`config.mk`:
```
export PLATFORM = sky130hd
export DESIGN_NAME = pong_game_ctrl
export DESIGN_NICKNAME = d
export VERILOG_FILES = /design/src/rtl/pong_game_ctrl.sv
export SDC_FILE = /design/constraint.sdc
export NUM_CORES = 1
export LEC_CHECK = 0
export CAP_MARGIN = 25
export CORE_MARGIN = 2
export CORE_UTILIZATION = 53
export DETAILED_ROUTE_END_ITERATION = 12
export GPL_TIMING_DRIVEN = 0
export PLACE_DENSITY = 0.86
export SETUP_SLACK_MARGIN = 0.05
export SLEW_MARGIN = 20
export SYNTH_ARGS = -nofsm -noshare
export SYNTH_HDL_FRONTEND = slang
export SYNTH_SLANG_ARGS = --single-unit
```
`constraint.sdc`:
```
create_clock -name i_Clk -period 2.45 [get_ports i_Clk]
set_clock_uncertainty 0.2 [all_clocks]
set_input_delay 0.245 -clock i_Clk [delete_from_list [all_inputs] [get_ports i_Clk]]
set_output_delay 0.245 -clock i_Clk [all_outputs]
set_load 0.005 [all_outputs]
```
`src/rtl/pong_game_ctrl.sv`:
```
// pong_game_ctrl: Pong match sequencer that owns ball direction, serve timing, scoring and game-over.
module pong_game_ctrl #(
  parameter int SCORE_LIMIT  = 9,
  parameter int SERVE_FRAMES = 60,
  parameter int WIN_FRAMES   = 180
) (
  input  logic       i_Clk,
  input  logic       i_Rst_L,
  input  logic       i_Frame_Start,
  input  logic       i_Start,
  input  logic       i_Hit_Top,
  input  logic       i_Hit_Bottom,
  input  logic       i_Hit_P1,
  input  logic       i_Hit_P2,
  input  logic       i_Miss_Left,
  input  logic       i_Miss_Right,
  output logic       o_HDir,
  output logic       o_VDir,
  output logic       o_Ball_En,
  output logic       o_Ball_Centre,
  output logic [3:0] o_P1_Score,
  output logic [3:0] o_P2_Score,
  output logic [1:0] o_Winner,
  output logic       o_Game_Active
);
  localparam int MAXF = (SERVE_FRAMES > WIN_FRAMES) ? SERVE_FRAMES : WIN_FRAMES;
  localparam int CW   = $clog2(MAXF + 1);
  localparam logic [3:0] LIM = 4'(SCORE_LIMIT);
  typedef enum logic [2:0] {IDLE, SERVE, PLAY, POINT, GAME_OVER} state_t;
  state_t state_q, state_d;
  logic [CW-1:0] cnt_q, cnt_d;
  logic [3:0] p1_q, p1_d, p2_q, p2_d;
  logic [1:0] win_q, win_d;
  logic hdir_q, hdir_d, vdir_q, vdir_d, en_q, en_d, centre_q, centre_d;
  logic active_q, active_d, start_q, miss_left_q, miss_left_d, start_edge;
  always_comb begin
    state_d     = state_q;
    cnt_d       = cnt_q;
    p1_d        = p1_q;
    p2_d        = p2_q;
    win_d       = win_q;
    hdir_d      = hdir_q;
    vdir_d      = vdir_q;
    miss_left_d = miss_left_q;
    start_edge  = i_Start & ~start_q;
    unique case (state_q)
      IDLE: if (start_edge) begin
        p1_d    = '0;
        p2_d    = '0;
        win_d   = '0;
        hdir_d  = 1'b0;
        vdir_d  = 1'b1;
        cnt_d   = '0;
        state_d = SERVE;
      end
      SERVE: if (i_Frame_Start) begin
        cnt_d   = (cnt_q == CW'(SERVE_FRAMES - 1)) ? '0 : cnt_q + 1'b1;
        state_d = (cnt_q == CW'(SERVE_FRAMES - 1)) ? PLAY : SERVE;
      end
      PLAY: if (i_Miss_Left | i_Miss_Right) begin
        // a miss freezes direction so the conceding side is remembered cleanly
        miss_left_d = i_Miss_Left;
        p2_d        = i_Miss_Left ? p2_q + {3'b0, p2_q < LIM} : p2_q;
        p1_d        = i_Miss_Left ? p1_q : p1_q + {3'b0, p1_q < LIM};
        state_d     = POINT;
      end else begin
        vdir_d = (i_Hit_Top ^ i_Hit_Bottom) ? i_Hit_Bottom : vdir_q;
        hdir_d = (i_Hit_P1 ^ i_Hit_P2) ? i_Hit_P2 : hdir_q;
      end
      POINT: begin
        cnt_d = '0;
        if (miss_left_q ? (p2_q == LIM) : (p1_q == LIM)) begin
          win_d   = miss_left_q ? 2'b10 : 2'b01;
          state_d = GAME_OVER;
        end else begin
          hdir_d  = miss_left_q;
          vdir_d  = ~vdir_q;
          state_d = SERVE;
        end
      end
      GAME_OVER: if (i_Frame_Start) begin
        cnt_d   = (cnt_q == CW'(WIN_FRAMES - 1)) ? '0 : cnt_q + 1'b1;
        state_d = (cnt_q == CW'(WIN_FRAMES - 1)) ? IDLE : GAME_OVER;
      end
      default: state_d = IDLE;
    endcase
    en_d     = state_d == PLAY;
    centre_d = state_d inside {IDLE, SERVE, GAME_OVER};
    active_d = state_d inside {SERVE, PLAY, POINT};
  end
  always_ff @(posedge i_Clk or negedge i_Rst_L) begin
    if (!i_Rst_L) begin
      state_q     <= IDLE;
      cnt_q       <= '0;
      p1_q        <= '0;
      p2_q        <= '0;
      win_q       <= '0;
      hdir_q      <= 1'b0;
      vdir_q      <= 1'b1;
      en_q        <= 1'b0;
      centre_q    <= 1'b1;
      active_q    <= 1'b0;
      start_q     <= 1'b0;
      miss_left_q <= 1'b0;
    end else begin
      state_q     <= state_d;
      cnt_q       <= cnt_d;
      p1_q        <= p1_d;
      p2_q        <= p2_d;
      win_q       <= win_d;
      hdir_q      <= hdir_d;
      vdir_q      <= vdir_d;
      en_q        <= en_d;
      centre_q    <= centre_d;
      active_q    <= active_d;
      start_q     <= i_Start;
      miss_left_q <= miss_left_d;
    end
  end
  assign o_HDir        = hdir_q;
  assign o_VDir        = vdir_q;
  assign o_Ball_En     = en_q;
  assign o_Ball_Centre = centre_q;
  assign o_P1_Score    = p1_q;
  assign o_P2_Score    = p2_q;
  assign o_Winner      = win_q;
  assign o_Game_Active = active_q;
endmodule

```
Word-level counts from Yosys, hierarchy flattened

Cells that the tools add are included.

Add/sub/neg operators: 3
Order comparisons: 2
Eq/ne operators: 23
Muxes and demuxes: 36
Bitwise gates (word level): 6
Reductions and logical operators: 15

Operators by type and width:

| cell                                              | count |
|---|---|
| 2-to-1 mux 8 bit                                  | 5 |
| case mux 8 bit (4 select lines)                   | 1 |
| inequality test 2 bit, second input constant      | 11 |
| 2-to-1 mux 4 bit                                  | 5 |
| 2-to-1 mux 3 bit                                  | 6 |
| case mux 4 bit (2 select lines)                   | 2 |
| case mux 3 bit (5 select lines)                   | 1 |
| == test 3 x 2 -> 1 bit, second input constant     | 4 |
| AND reduction 4 bit                               | 3 |
| AND reduction 5 bit                               | 2 |
| 2-to-1 mux 1 bit                                  | 9 |
| nonzero test 3 bit                                | 3 |
| adder 4 x 1 -> 4 bit                              | 2 |
| adder 8 x 1 -> 8 bit, second input constant       | 1 |
| == test 4 bit, second input constant              | 2 |
| == test 8 x 6 -> 1 bit, second input constant     | 1 |
| == test 8 bit, second input constant              | 1 |
| less-than comparator 4 bit, second input constant | 2 |
| 2-to-1 mux 2 bit                                  | 4 |
| == test 3 x 1 -> 1 bit, second input constant     | 2 |
| == test 3 bit, second input constant              | 2 |
| zero test 3 bit                                   | 2 |
| case mux 1 bit (3 select lines)                   | 2 |
| case mux 2 bit (2 select lines)                   | 1 |
| other kinds (8)                                   | 11 |

Register bits after elaboration: 28
Input bits: 10
Output and inout port bits: 15
Word-level logic and storage cells: 97

Longest topological paths before layout

Depth in word-level cells: 6
Depth in mapped cells: 7
Mapped depth without buffers: 6

Worst setup path before layout

Ideal clock, no wire load.

Kind: register to register
Start: register p1_q[1], in the netlist o_P1_Score[1]
End: register hdir_q, in the netlist o_HDir
Setup time: 120 ps
Arrival time: 1561 ps
Data required time: 2130 ps
Path slack: 569 ps
Stages on the path, launching flop included: 6
Path buffers: 0
Clock period less this slack: 1881 ps
Cells stage by stage: dfrtp_1 > nand4bb_2 > mux2i_1 > a2111oi_4 > a32oi_1 > o211a_1

Word-level cells in the longest chain between the ends: 4

Ends and longest elaborated chain:

| item                                   | RTL line | RTL |
|---|---|---|
| start: declaration                     | 32       | `logic [3:0] p1_q, p1_d, p2_q, p2_d;` |
| start signal: assignment               | 108      | `p1_q <= p1_d;` |
| == test 4 bit                          | 72       | `if (miss_left_q ? (p2_q == LIM) : (p1_q == LIM)) begin` |
| 2-to-1 mux 1 bit                       | 72       |  |
| inequality test 2 bit (no source line) | -        |  |
| AND reduction 5 bit (no source line)   | -        |  |
| end signal: assignment                 | 111      | `hdir_q <= hdir_d;` |
| end: declaration                       | 34       | `logic hdir_q, hdir_d, vdir_q, vdir_d, en_q, en_d, centre_q, centre_d;` |

No other way between the ends.
A chain may end at the register's enable or synchronous reset.

Final worst setup path

Ends and elaborated chain as after synthesis.

==> summary.txt <==
Setup path
  – Worst R2R Setup Slack: 350 ps
  – FF-to-FF End: o_HDir
  – WP data required: 2490 ps
  – Startpoint types: flip-flop
  – Slowest-stage cell, CP: a2111oi_4
  – Crit end category: flip-flop
  – Critical path arrival: 2130 ps
  – CP bufs+invs: 0
  – Delay-heaviest family, CP: compound AO/OA/AOI/OAI gates
  – FF-to-FF path depth: 5
  – Critical path type: reg2reg
  – Worst flop-to-flop path startpoint: o_P1_Score[1]
  – Max incr delay on CP: about 540 ps
  – CP cell instances: nand4bb_2 > mux2i_1 > a2111oi_4 > a32oi_1 > o211a_1
  – CP Max Fanout: 7

CTS
  – Clock Path Buffers: 2
  – Clock latency on the worst-skew pair: 340 ps
  – Sink Count: 28
  – CTS Root Cell: clkbuf_4
  – CTS Buf Count: 3
  – H-tree Lvls: 1
  – Worst-path clk slew: ~160 ps
  – Clock tree from TritonCTS: done

Timing
  – Rel. slew slack: 0.588
  – Setup Viol. Count Final: 0
  – Slew @ Worst Pin: around 600 ps
  – Hold Worst Slack: 202 ps
  – RSZ-0062 raised after global routing: false
  – Setup ws final: about 350 ps
  – Final Hold Fails: 0
  – Crit share post-route: 0.855
  – Fin Setup TNS: 0 ps
  – Tmin final: 2100 ps
  – Max Clock Freq: between 0.4 and 0.5 GHz
  – Fin. max-slew vios: 0

Pwr
  – Logic gate share of total power: 0.223
  – Clock network fraction of total power: 0.272
  – Switching Share: 0.279
  – Reg power frac: 0.505
  – Max IR drop VDD: 0.000332 V
  – PwrDens: between 500 and 600 mW/mm2
  – Leakage: 0.000838 uW
  – Internal Power: 816 uW
  – P_sw: 315 uW

Hold path
  – Worst Hold Path EP: start_q
  – Hold depth: 1
  – Min-delay worst type: in2reg
  – Hold path start: i_Start

Die
  – IO Count: 25
  – Die Width: 59.5 um
  – Die Y-Extent: 59.5 um
  – Full die area: about 0.0035 mm2
  – Core ar.: roughly 0.0030 mm2
  – Site Rows: 20
  – Starting Density: 0.545

Global route
  – Initial antenna violation count: 0
  – Number of global-route vias before repair: 1293
  – First-pass GRT wire length: 6020 um
  – Total grt overflow: 0
  – Largest net degree at the start of global routing: 29
  – GRT Overall Usage: 0.225

Final layout
  – # nets final: 214
  – Area Overhead vs Synth: 20.7%
  – ANT cells: 0
  – Share of layout cells above drive strength 1: 0.101
  – Fill cells: 241
  – Final std cells w/o fill: between 200 and 250

Route
  – Iteration-0 DRC Markers: 91
  – Iteration count of the initial detailed-routing pass: 4
  – DR DRC count: 0
  – Final wirelength: around 3500 um
  – Routed Antenna Nets: 0
  – Vias: around 1.4k
  – DR WL/cell: 15.0 um
  – Via/cell ratio: 5.94

Logic synthesis
  – Predominant post-synthesis flop cell: dfrtp_1
  – Cell variety after synth: 43
  – Synth area leader: dfrtp_1
  – Synth top area share: 0.398
  – Yosys warning total: 0
  – Syn Std Cell Area: 0.00164 mm2
  – Syn Inst Count: 169
  – Sequential area share after synthesis: 0.430
  – Ys async rst share: 1.00
  – Flops & latches, synth: 28
  – Syn nets: 184
  – Largest cells by area after synthesis: dfrtp_1, a22o_1, o21ai_0, nor2_1, ha_1
  – Avg Inst Size Synth: 9.68 um2
  – EDFF count, synth: 0

Flow run
  – MaxCap Viol Count: 0

Placement
  – Pre-CTS setup slack: approximately 130 ps
  – DP HPWL: 2580 um
  – Input/output buffers: 24
  – Placed cells: around 230
  – Gpl congestion: 0.909

Status
  – Status: complete, no violations
[cell families after synthesis]
group	count (synthesis)	synth area share
simple gates	69	0.240
fa+ha+maj	5	0.0383
compound gates	49	0.220
flops	28	0.430
xor+xnor	6	0.0321
mux	1	0.00612
buf+inv	11	0.0329
[per-stage QoR]
step	total power (uW)	utilization	cell area (um2)
finish	1130	0.658	1970
global route	1190	0.658	1970
CTS	1150	0.658	1970
detailed placement	833	0.637	1910
global placement	817	0.638	1920
floorplan	728	-	1640
[worst register-to-register path: stages, from the launching register on]
cell and delay [ps]:
dfrtp_1 490, nand4bb_2 230, mux2i_1 140, a2111oi_4 540, a32oi_1 170, o211a_1 230
[how the worst max path moves through the flow]
stage                    end  cells after the start  slack [ps]          start
floorplan             o_HDir                      5         570  o_P1_Score[1]
global placement    cnt_q[5]                      7         150        i_Start
detailed placement  cnt_q[5]                      7         130        i_Start
CTS                 cnt_q[5]                      6         370     state_q[1]
global route          o_HDir                      5         180  o_P1_Score[1]
finish                o_HDir                      5         350  o_P1_Score[1]
[flip-flops by register name, indices dropped and copies added (netlist names)]
name           cells
cnt_q              8
o_P1_Score         4
o_P2_Score         4
state_q            3
o_Winner           2
miss_left_q        1
o_Ball_Centre      1
o_Ball_En          1
o_Game_Active      1
o_HDir             1
o_VDir             1
start_q            1
[Yosys cell counts, types with 2 or more instances]
cell type / count
o21ai_0: 14
a22o_1: 8
nand4bb_1: 2
a32oi_1: 2
and3_1: 2
nand2b_1: 4
nor3b_2: 2
a32o_1: 2
ha_1: 5
o211a_1: 2
dfstp_2: 2
a21oi_1: 9
nand3_1: 5
or3_1: 2
nand4_1: 3
xnor2_1: 2
dfrtp_1: 26
xor2_1: 4
or2_2: 2
buf_2: 4
nor3_1: 3
a21o_1: 6
inv_1: 5
nor2_1: 17
o31ai_1: 2
nand2_1: 14
nor2b_1: 4
[per-layer routing]
layer / global-route usage / wire [um] / vias to the layer above
met5: 0 / 0 / -
met4: 0.0921 / 51 / 0
met3: 0.0240 / 67 / 4
met2: 0.377 / 1780 / 15
met1: 0.296 / 1560 / 677
li1: - / - / 676
[area by class of cell]
| class | instances | area [um2] | share of cell area |
|---|---|---|---|
| Clock buffer | 3 | 22.5 | 0.0114 |
| Multi-Input combinational cell | 130 | 878 | 0.445 |
| Clock inverter | 1 | 30.0 | 0.0152 |
| Sequential cell | 28 | 703 | 0.356 |
| Timing Repair Buffer | 25 | 245 | 0.124 |
| Tap cell | 33 | 41.3 | 0.0209 |
| Buffer | 6 | 35.0 | 0.0177 |
| Inverter | 5 | 18.8 | 0.00951 |
[power groups by stage]
stage / clock, uW / sequential (uW) / combinational, uW
6_report: 307 / 572 / 252
5_1_grt: 325 / 581 / 288
4_1_cts: 319 / 572 / 256
3_5_place_dp: 0 / 580 / 253
3_3_place_gp: 0 / 576 / 241
2_1_floorplan: 0 / 569 / 159
[placed cells by master, fill, tap and decap left out, drive strengths merged, types with 2 or more instances in the layout]
master and instances:
clkdlybuf4s50 23, nor3b 2, xor2 4, dfrtp 26, nor2 17, o211a 2
a21o 6, a32oi 2, dfstp 2, ha 5, nor4b 2, nand4bb 3
and2 2, o31ai 2, o21ai 14, nand3 5, a22o 8, nand2b 4
nand2 14, a32o 2, clkbuf 4, nor3 3, nor2b 4, buf 6
and3 2, a21oi 9, or3 2, or2 2, nand4 3, inv 5
xnor2 2
[repair_timing]
item,4_1_cts,5_1_grt
setup buffers,0,0
hold buffers,1,0
gates resized for setup,0,0
endpoints found under the hold margin,26,0
Power figures use the tool's default switching activity.
==> RTL change 1, RTL diff (same flow settings) <==
Take the reset off `p1_q` and `p2_q` and load them in a clocked block of their own.
--- a/src/rtl/pong_game_ctrl.sv
+++ b/src/rtl/pong_game_ctrl.sv
@@ -94,4 +94,2 @@
       cnt_q       <= '0;
-      p1_q        <= '0;
-      p2_q        <= '0;
       win_q       <= '0;
@@ -107,4 +105,2 @@
       cnt_q       <= cnt_d;
-      p1_q        <= p1_d;
-      p2_q        <= p2_d;
       win_q       <= win_d;
@@ -118,2 +114,7 @@
     end
+  end
+
+  always_ff @(posedge i_Clk) begin
+    p1_q <= p1_d;
+    p2_q <= p2_d;
   end
Check against the original RTL: no difference found for any inputs over 10 cycles, from zero or initial values and one cycle with i_Rst_L low; that may be too few to reach the edited logic, so the function may still have changed.
==> RTL change 1 against the unedited design <==
- the flow now finishes with violations (DRC)
- critical path depth unchanged
- total power down 4.0%
- worst setup slack worse by 0.19 ns
- utilization up 1.5 points
- design area down 4.4%
- combinational power up 15%
- synthesized area down 3.1%
- routed wire length down 3.1%
- sequential cell count unchanged
- highest routed layer is now met3
==> RTL change 1: results (changes against the unedited design) <==
[detailed_routing]
drc = 5  ; +5
wl_met1_microns = 1500  ; -4.3%
routed-wl-met2_microns = 1760  ; -1.1%
drt-vias-per-instance = 5.99  ; +0.87%
drtPass1Iterations = 8  ; +4
detailroute.wirelength.met3_microns = 100  ; +49%

[cts]
insertion_delay_ns = 0.32  ; -0.02 ns

[pwr]
clk-power_mw = 0.187  ; -39%
leakage_nw = 0.788  ; -6.0%
irDropWorstVdd_uv = 326  ; -2.0%
power_sequential_mw = 0.610  ; +6.6%
sw_frac_of_total_pct = 30.3  ; +2.4 points

[final_layout]
final_net_count = 207  ; -3.3%
drive_gt1_share_pct = 9.47  ; -0.63 points

[run_status]
outcome = finished, violations left
violations = DRC

[critical_path]
rrSetupSlack_ns = 0.17  ; -0.19 ns
crit-reg2reg-capture = o_P1_Score[1]
critical_path.reg2reg.startpoint = state_q[2]
crit_path_top_delay_cell = a21boi_0
cp.arrival_ns = 2.05  ; -0.08 ns
crit_path_max_fanout = 10  ; +3

[global_routing]
grt_first_pass_wirelength_microns = 5750  ; -4.5%
grt_use_total_pct = 21.4  ; -1.1 points
grt_max_degree = 21  ; -28%
first_global_vias = 1272  ; -1.6%

[synthesis]
synth-xor-area-share_pct = 2.21  ; -1.0 points
synth_enable_flop_cells = 8  ; +8
synth-async-reset-ratio_pct = 71.4  ; -29 points
synthDistinctLibCells = 44  ; +2.3%
post_synth_mux_area_share_pct = 0.947  ; +0.34 points
synth-compound-area-share_pct = 16.4  ; -5.6 points
synth.yosys.seq_area_share_pct = 46.9  ; +3.9 points
top_cells_by_area_synth = dfrtp_1 (28%), edfxtp_1 (15%), nand2_1 (4.3%)

[placement]
dpl-instance-area_sq_um = 1860  ; -2.5%
finalWeightedCongestion = 0.817  ; -10%
hpwl_microns = 2560  ; -0.89%

[timing]
worst_max_slew_pin_slew_ns = 0.915  ; +0.297 ns

[hold_path]
hold_path_class = input port to async pin

[RTL change 1: changes by cell type after synthesis, moves of 5 or more]
| cell | delta |
|---|---|
| edfxtp_1 | +8 |
| nand3_1 | +7 |
| nor2_1 | -5 |
| dfrtp_1 | -8 |
| a21o_1 | -5 |
| a21oi_1 | -5 |
[RTL change 1: stage by stage]
stage               power [mW]  instances  hold slack (ns)  setup slack (ns)
detailed placement       0.907        218            0.309             0.124
CTS                       1.09        221            0.216             0.201
global placement         0.884        218            0.293             0.151
global route              1.15        221            0.223            0.0926
finish                    1.09        221            0.219             0.166
floorplan                0.776        163           -0.251             0.550
[RTL change 1: worst max-delay path by stage]
stage | slack (ns) | endpoint | cells past startpoint
2_1_floorplan | 0.55 | o_P1_Score[0] | 5
3_5_place_dp | 0.12 | o_P1_Score[1] | 5
3_3_place_gp | 0.15 | o_P1_Score[2] | 5
6_report | 0.17 | o_P1_Score[1] | 5
4_1_cts | 0.20 | o_P1_Score[0] | 5
5_1_grt | 0.09 | o_P1_Score[1] | 5
[RTL change 1: cell type report]
| cell class | count | area [sq um] | share of cell area, % |
|---|---|---|---|
| clock buffer | 3 | 22.5 | 1.19 |
| timing repair buffer | 24 | 240 | 12.7 |
| tap | 31 | 38.8 | 2.06 |
| sequential | 28 | 743 | 39.4 |
| buffer | 5 | 42.5 | 2.25 |
| multi-input combinational | 124 | 777 | 41.2 |
| inverter | 6 | 22.5 | 1.19 |
[RTL change 1: routing by layer]
metal | up-vias | track usage (%)
li1 | 650 | -
met1 | 651 | 28.5
met2 | 23 | 37.6
met3 | 0 | 2.86
met4 | 0 | 4.22
met5 | - | 0
[RTL change 1: worst max-delay path: cells and delay by family, from the launching register on]
kind,cells,cell delay [ns]
simple gates,3,0.62
compound gates,1,0.54
buf+inv,1,0.15
flops,1,0.43
==> RTL change 2, RTL diff (same flow settings) <==
Without the edit above. Change the parameter `WIN_FRAMES` from 180 to 360.
--- a/src/rtl/pong_game_ctrl.sv
+++ b/src/rtl/pong_game_ctrl.sv
@@ -4,3 +4,3 @@
   parameter int SERVE_FRAMES = 60,
-  parameter int WIN_FRAMES   = 180
+  parameter int WIN_FRAMES   = 360
 ) (
Formal check against the unedited RTL: no difference found for any inputs over 10 cycles, from zero or initial values and one cycle with i_Rst_L low; that may be too few to reach the edited logic, so the function may still have changed.
==> RTL change 2 against the unedited design <==
- total power increased by 7.1%
- routed wire length rose by 4.5%
- clock power is 7.5% lower
- synthesized area is 1.5% higher
- design area up 2.1%
- worst setup slack better by 0.071 ns
- via count up 0.15%
- maximum frequency up 3.5%
- sequential cell count up 1
==> RTL change 2: results (changes against the unedited design) <==
[placement]
dpl-instance-area_sq_um = 1950  ; +2.0%
finalWeightedCongestion = 0.831  ; -8.6%
place.port_buffers = 24  ; unchanged
instance_count_after_placement_with_tap_cells_included = 229  ; +1.3%
hpwl_microns = 2590  ; +0.28%

[cts]
maximum_count_of_clock_buffers_along_a_single_path = 2  ; unchanged
setup_buffers_after_cts = 0  ; unchanged
cts-buffers-inserted = 5  ; +2
post_cts_resize_count = 0  ; unchanged
clock-root-buffer = clkbuf_4
htreeDepth = 2  ; +1
clk_transition_reported_paths_ns = 0.10  ; -0.06 ns
insertion_delay_ns = 0.33

[synthesis]
synthDistinctLibCells = 50  ; +16%
synthesis.instances = 161  ; -4.7%
post_synthesis_net_count = 175  ; -4.9%
yosys-top-cells-count = dfrtp_1 (27), nand2_1 (14), nor2_1 (12)
top_cells_by_area_synth = dfrtp_1 (41%), a22o_1 (3.7%), dfstp_2 (3.2%)
yosysWarningCount = 0  ; unchanged
synth-async-reset-ratio_pct = 100  ; unchanged
synth.yosys.seq_area_share_pct = 43.9  ; +0.86 points
synth_enable_flop_cells = 0  ; unchanged

[detailed_routing]
drtPass1Iterations = 5  ; +1
drt_first_iter_violations = 54  ; -41%
via_count = 1374  ; +0.15%
wl_per_cell_microns = 15.2  ; +1.4%
routed_wire_length_microns = 3620  ; +4.5%

[pwr]
irDropWorstVdd_uv = 338  ; +1.8%
leakage_nw = 0.857  ; +2.2%
intPower_mw = 0.824  ; +1.0%

[critical_path]
crit_path_max_fanout = 6  ; -1
cp.arrival_ns = 2.08  ; -0.05 ns
timing.critical_path.required_ns = 2.50

[global_routing]
grt_antenna_before_repair = 0  ; unchanged
grt_max_degree = 30  ; +3.4%
remaining_global_route_overflow = 0  ; unchanged
first_global_vias = 1292  ; -0.077%
grt_first_pass_wirelength_microns = 6040  ; +0.35%
grt_use_total_pct = 23.0  ; +0.47 points

[run_status]
outcome = complete, no violations

[final_layout]
regMostFlops = cnt_q
drive_gt1_share_pct = 16.0  ; +5.9 points
n_antenna_cell = 0  ; unchanged
largest_register_ff_count = 9  ; +1
final_net_count = 207  ; -3.3%

[hold_path]
hold_path_class = input port to flip-flop

[run]
maxCapViolations = 0  ; unchanged

[timing]
worst_slew_margin_rel_pct = 57.7  ; -1.1 points

RTL change 2: per-stage QoR:
stage               total power [mW]  worst slack, ns  util, %
finish                          1.21            0.426     66.6
floorplan                      0.803            0.637        -
detailed placement             0.937            0.230     64.4
global placement               0.920            0.298     64.6
CTS                             1.22            0.452     66.6
global route                    1.28            0.334     66.6
RTL change 2: area by class of cell:
cell class,instances,area [sq um]
inverter,6,22.5
multi-input combinational,122,881
clock inverter,3,17.5
tap,44,55.1
fill,244,1010
timing repair buffer,25,245
clock buffer,5,37.5
buffer,4,28.8
sequential,29,728
RTL change 2: critical path, cell delays in order, from the launching register on:
cell and delay (ns):
dfrtp_1 0.45, nand4bb_1 0.26, mux2i_1 0.43, a21oi_2 0.18, a32o_1 0.28, nor3_1 0.14
RTL change 2: final timing paths:
check,slack (ns),depth (start not counted),from,end
max in group asynchronous,1.38,2,i_Rst_L,cnt_q[1]
worst max-delay path,0.43,5,o_P2_Score[1],o_VDir
worst min register to register,0.32,1,o_Winner[1],o_Winner[1]
worst min-delay path,0.23,1,i_Start,start_q
worst max register to register,0.43,5,o_P2_Score[1],o_VDir
min in group asynchronous,0.26,2,i_Rst_L,o_P2_Score[3]
RTL change 2: power groups by stage:
stage	Combinational [mW]	Sequential (mW)	Clock, mW
floorplan	0.190	0.613	0
global placement	0.301	0.620	0
detailed placement	0.309	0.628	0
CTS	0.312	0.621	0.292
global route	0.343	0.631	0.309
finish	0.307	0.621	0.284
RTL change 2: routing by layer:
metal	vias up	global-route usage, %	wire [microns]
li1	663	-	-
met5	-	0	0
met2	38	36.2	1820
met1	664	29.1	1560
met3	9	7.36	182
met4	0	9.21	65
RTL change 2: what timing repair did:
item / CTS / global route
setup endpoints to repair: 0 / 0
hold endpoints to repair: 27 / 0
hold buffers: 1 / 0
RTL change 2: kinds of logic after synthesis:
| kind of cell | synth area share, % |
|---|---|
| and+or+nand+nor | 26.8 |
| AOI/OAI and AO/OA | 21.0 |
| DFF | 43.9 |
| buffers and inverters | 3.09 |
| adders and majority gates | 3.01 |
| xor gates and xnor gates | 1.06 |
| muxes | 1.28 |
